==> src/rtl/shift_pkg.sv <==
// Shared constants, op encoding and reference shift function for the shift arbiter.
// Latency: n/a (package, no logic).
// Backpressure: n/a.
package shift_pkg;

    localparam int DATA_W = 16;
    localparam int AMT_W  = 4;

    typedef enum logic [1:0] {
        OP_SHL = 2'b00,
        OP_SHR = 2'b01,
        OP_ROL = 2'b10,
        OP_ROR = 2'b11
    } shift_op_e;

    // Behavioural reference: rotates are taken from a doubled word so no wrap logic is needed.
    function automatic logic [DATA_W-1:0] shift_fn(
        input logic [1:0]        op,
        input logic [AMT_W-1:0]  amt,
        input logic [DATA_W-1:0] data
    );
        logic [2*DATA_W-1:0] dbl;
        dbl = {data, data};
        case (shift_op_e'(op))
            OP_SHL: shift_fn = data << amt;
            OP_SHR: shift_fn = data >> amt;
            OP_ROL: begin
                dbl      = dbl << amt;
                shift_fn = dbl[2*DATA_W-1:DATA_W];
            end
            default: begin
                dbl      = dbl >> amt;
                shift_fn = dbl[DATA_W-1:0];
            end
        endcase
    endfunction

endpackage

==> src/rtl/shift_core.sv <==
// Combinational 16-bit shift/rotate barrel: four stages of 1/2/4/8 selected by amount bits.
// Latency: 0 cycles, no state.
// Backpressure: none, pure function of its inputs.
module shift_core
    import shift_pkg::*;
(
    input  logic [1:0]        op,
    input  logic [AMT_W-1:0]  amt,
    input  logic [DATA_W-1:0] data,
    output logic [DATA_W-1:0] result
);

    logic [DATA_W-1:0] stage [AMT_W+1];

    assign stage[0] = data;

    for (genvar s = 0; s < AMT_W; s++) begin : g_stage
        localparam int K = 1 << s;

        logic [DATA_W-1:0] in_w;
        logic [DATA_W-1:0] sh;

        assign in_w = stage[s];

        always_comb begin
            sh = in_w;
            case (shift_op_e'(op))
                OP_SHL: sh = in_w << K;
                OP_SHR: sh = in_w >> K;
                OP_ROL: sh = {in_w[DATA_W-K-1:0], in_w[DATA_W-1:DATA_W-K]};
                OP_ROR: sh = {in_w[K-1:0], in_w[DATA_W-1:K]};
            endcase
        end

        assign stage[s+1] = amt[s] ? sh : in_w;
    end

    assign result = stage[AMT_W];

endmodule

==> src/rtl/shift_arbiter.sv <==
// Round-robin arbiter sharing one shift_core among NREQ requesters, one-entry tagged result register.
// Latency: 1 cycle from accept to resp_valid; throughput 1 result/cycle when resp_ready stays high.
// Backpressure: while resp_valid && !resp_ready the result holds and req_ready is all zero.
module shift_arbiter
    import shift_pkg::*;
#(
    parameter int NREQ = 4,
    parameter int IDW  = $clog2(NREQ)
) (
    input  logic                    clk,
    input  logic                    reset,
    input  logic [NREQ-1:0]         req_valid,
    output logic [NREQ-1:0]         req_ready,
    input  logic [2*NREQ-1:0]       req_op,
    input  logic [AMT_W*NREQ-1:0]   req_amt,
    input  logic [DATA_W*NREQ-1:0]  req_data,
    output logic                    resp_valid,
    input  logic                    resp_ready,
    output logic [DATA_W-1:0]       resp_data,
    output logic [IDW-1:0]          resp_id
);

    if (NREQ < 2 || NREQ > 8) begin : g_bad_nreq
        $error("shift_arbiter: NREQ must be in 2..8");
    end

    logic [IDW-1:0]    rr_ptr;
    logic              slot_free;
    logic              grant_vld;
    logic [IDW-1:0]    grant_idx;
    logic [1:0]        sel_op;
    logic [AMT_W-1:0]  sel_amt;
    logic [DATA_W-1:0] sel_data;
    logic [DATA_W-1:0] core_result;

    assign slot_free = !resp_valid || resp_ready;

    // Search upward from rr_ptr with wrap; only handshake signals feed this path.
    always_comb begin
        int idx;
        grant_vld = 1'b0;
        grant_idx = '0;
        idx       = 0;
        if (!reset && slot_free) begin
            for (int off = 0; off < NREQ; off++) begin
                idx = (int'(rr_ptr) + off) % NREQ;
                if (!grant_vld && req_valid[idx]) begin
                    grant_vld = 1'b1;
                    grant_idx = IDW'(idx);
                end
            end
        end
    end

    always_comb begin
        req_ready = '0;
        if (grant_vld) begin
            req_ready[grant_idx] = 1'b1;
        end
    end

    assign sel_op   = req_op[int'(grant_idx)*2 +: 2];
    assign sel_amt  = req_amt[int'(grant_idx)*AMT_W +: AMT_W];
    assign sel_data = req_data[int'(grant_idx)*DATA_W +: DATA_W];

    shift_core u_core (
        .op     (sel_op),
        .amt    (sel_amt),
        .data   (sel_data),
        .result (core_result)
    );

    always_ff @(posedge clk) begin
        if (reset) begin
            resp_valid <= 1'b0;
            resp_data  <= '0;
            resp_id    <= '0;
            rr_ptr     <= '0;
        end else if (grant_vld) begin
            resp_valid <= 1'b1;
            resp_data  <= core_result;
            resp_id    <= grant_idx;
            rr_ptr     <= (grant_idx == IDW'(NREQ-1)) ? '0 : grant_idx + 1'b1;
        end else if (resp_valid && resp_ready) begin
            resp_valid <= 1'b0;
        end
    end

    // Barrel stages must agree with the behavioural reference on every accepted request.
    always_ff @(posedge clk) begin
        if (!reset && grant_vld) begin
            assert (core_result == shift_fn(sel_op, sel_amt, sel_data))
                else $error("shift_core disagrees with shift_fn");
        end
    end

    assert property (@(posedge clk) disable iff (reset) $onehot0(req_ready));

    assert property (@(posedge clk) disable iff (reset)
        resp_valid && !resp_ready |=> resp_valid && $stable(resp_data) && $stable(resp_id));

endmodule

==> config.mk <==
export PLATFORM = sky130hd
export DESIGN_NAME = shift_arbiter
export DESIGN_NICKNAME = d
export VERILOG_FILES = /design/src/rtl/shift_pkg.sv /design/src/rtl/shift_core.sv /design/src/rtl/shift_arbiter.sv
export SDC_FILE = /design/constraint.sdc
export NUM_CORES = 1
export LEC_CHECK = 0
export CAP_MARGIN = 20
export CELL_PAD_IN_SITES_DETAIL_PLACEMENT = 0
export CELL_PAD_IN_SITES_GLOBAL_PLACEMENT = 2
export CORE_ASPECT_RATIO = 2
export CORE_MARGIN = 2
export CORE_UTILIZATION = 28
export DETAILED_ROUTE_END_ITERATION = 6
export GPL_ROUTABILITY_DRIVEN = 1
export HOLD_SLACK_MARGIN = 0.12
export PLACE_DENSITY = 0.95
export SKIP_CTS_REPAIR_TIMING = 1
export SLEW_MARGIN = 20
export SYNTH_ARGS = -nofsm -noshare
export SYNTH_HDL_FRONTEND = slang
export SYNTH_SLANG_ARGS = --single-unit
==> constraint.sdc <==
create_clock -name clk -period 7.95 [get_ports clk]
set_input_delay 1.59 -clock clk [delete_from_list [all_inputs] [get_ports clk]]
set_output_delay 1.59 -clock clk [all_outputs]
set_load 0.02 [all_outputs]
==> impl_metrics.ini <==
[clocking]
cts_max_level = 1
cts_tree = done
cts_buffers = 3
clockRootBuffer = clkbuf_16
clock_latency_ns = 0.26
clk_pin_slew_ns = 0.06
clock_sinks = 21
clk_path_buf_depth = 2

[global_routing]
grtUsageTotal = 0.204
grt_pass1_vias = 3978
grt_pass1_wl_um = 21100
grt_start_max_net_pins = 38
overflow = 0
antenna_found_initial = 0

[timing]
setup_viol = 0
report.final.slew_viol_count = 0
final_hold_viol_count = 0
fin_crit_ns = 5.94
rsz0062_at_grt = no
setup-tns-final_ns = 0
worst_pin_slew_ns = 0.978
fmax_mhz = 168
period_share = 0.747
fin_skew_ns = 0.00439
slew_headroom = 0.335

[worst_hold_path]
min_from = resp_id[0]
min_to = resp_id[0]
hold_depth = 2
hp-class = reg2reg

[power]
peakVddDrop_mv = 0.0778
power.leakage_nw = 1.67
power_mw = 0.783
powerDensity_nw_per_um2 = 166

[worst_setup_path]
r2r_end = resp_data[15]
worst-setup-path-type = in2out
worstSetupStartpointType = input pin
critical_path.endpoint_type = primary output
reg2reg_depth = 12
required_ns = 6.36
path_max_fanout = 24
r2r_slack_ns = 3.66
reg2reg_from = rr_ptr[1]
crit_arrival_ns = 4.35

[finish]
fin_util = 0.388
finalInstanceArea_um2 = 4710
final_layout_size_suffix_gt1_frac = 0.102
multi_input_area_um2 = 2760
fin_nets = 621
final-seq-area_um2 = 420
nFillCells = 1261
final_cell_mix = clkdlybuf4s50_1, mux2i_1, nand2_1, a21oi_1, nor2_1
final_common_cell = clkdlybuf4s50_1
n_antenna_cell = 0
area_growth_syn_to_layout_pct = 35.7

[yosys]
synthArstFlopShare = 0
synth_fp_nets = 526
synth_ff_type = dfxtp_1
synth-warning-count = 0
synth_top_area_cell = mux2i_1
synth_area_leaders = mux2i_1, dfxtp_1, nand2_1
synth_seq_cells = 21
postSynthCellCount = 427
synth-edff-count = 0
synth_cell_types = 80
synth_top_area_share = 0.173
seq_area_frac_synth = 0.121
syn-cell-area_um2 = 3470
synth_area_per_cell_um2 = 8.12

[routing]
firstDrtPassIters = 6
drc = 0
wl_um = 13800
drt_iter0_markers = 408
vias = 3990
via_per_inst = 5.97
drtAntennaViolNets = 0
wl_per_cell_um = 20.7

[status]
status = finished, final reports clean

[place]
io_buffers = 117
finalWeightedCongestion = 0.963
place_area_um2 = 4630
dp_hpwl_um = 10900

[die]
core_area_um2 = 12100
fp.dieH_um = 161
die-area_um2 = 13300
io_pins = 118
die_x_um = 82.7
start_util = 0.286
num_rows = 57

[flow_run]
cap_violations = 0
-- cell type report --
| class | count | share of cell area |
|---|---|---|
| Tap cell | 147 | 0.0391 |
| Inverter | 9 | 0.00718 |
| Sequential cell | 21 | 0.0893 |
| Clock buffer | 3 | 0.0160 |
| Timing Repair Buffer | 125 | 0.262 |
| Clock inverter | 1 | 0.00106 |
| Multi-Input combinational cell | 362 | 0.586 |
-- Yosys cell counts (2+ instances only) --
cell,n
mux2i_1,60
nand2_1,47
a21oi_1,32
nor2_1,30
dfxtp_1,21
o211ai_1,16
o21ai_0,16
a22oi_1,12
mux2_2,12
and2_1,10
buf_2,9
nand3_1,9
o31ai_1,9
buf_4,8
buf_6,8
clkbuf_1,8
inv_1,7
nand2b_1,7
mux2_4,5
mux4_1,5
o221ai_1,5
a221o_1,4
ha_1,4
a211o_1,3
a222oi_1,3
a311o_1,3
nand4_1,3
o2111ai_1,3
or2_2,3
a21boi_0,2
a31oi_1,2
inv_2,2
nor2_2,2
nor2b_1,2
nor3_1,2
o211ai_2,2
o21ai_1,2
o21bai_1,2
o221a_2,2
o22ai_1,2
o311ai_0,2
or3_1,2
or4_1,2
-- cell families (layout without fill, tap and decap cells) --
group	after synthesis	in the layout	share of synthesized area
flip-flops	21	21	0.121
AO/OA/AOI/OAI	147	147	0.317
AND/OR/NAND/NOR	128	128	0.184
buffers and inverters	44	138	0.0848
multiplexers	83	83	0.278
adder cells (fa/ha/maj)	4	4	0.0144
-- metrics by stage --
step,hold WS (ns),worst slack (ns),instances
finish,0.452,2.01,668
floorplan,0.491,3.22,427
global route,0.471,1.78,668
detailed placement,0.445,1.91,664
CTS,0.454,2.02,668
global placement,0.445,2.03,664
-- power by group --
| part | switching (mW) | internal, mW |
|---|---|---|
| sequential | 0.0155 | 0.130 |
| combinational | 0.301 | 0.226 |
| clock | 0.0419 | 0.0677 |
| total | 0.359 | 0.424 |
-- worst max-delay path by stage --
| stage | startpoint | to | cells past startpoint |
|---|---|---|---|
| 2_1_floorplan | req_valid[3] | req_ready[1] | 8 |
| 3_3_place_gp | req_valid[0] | resp_data[10] | 10 |
| 3_5_place_dp | req_valid[0] | resp_data[15] | 13 |
| 4_1_cts | req_valid[0] | req_ready[2] | 8 |
| 5_1_grt | req_valid[0] | resp_data[15] | 13 |
| 6_report | req_valid[0] | req_ready[3] | 8 |
-- flip-flops by register name, summed over array words and instances (netlist names) --
signal	flops
rr_ptr	2
resp_valid	1
resp_id	2
resp_data	16
-- worst max-delay path, cell delays in order --
cell	delay, ns
clkdlybuf4s50_1	0.53
o21bai_1	0.21
a21oi_1	0.35
o211ai_2	0.18
inv_2	0.49
ha_1	0.23
and2_1	0.11
clkdlybuf4s50_1	0.64
-- routing by layer --
metal	vias up	part of all wire	GRT usage	wire length, um
li1	1849	-	-	-
met5	-	0	0	0
met1	1893	0.36	0.220	4950
met4	0	0.047	0.101	648
met2	204	0.53	0.376	7390
met3	44	0.062	0.0184	865
(Power assumes the default switching activity.)
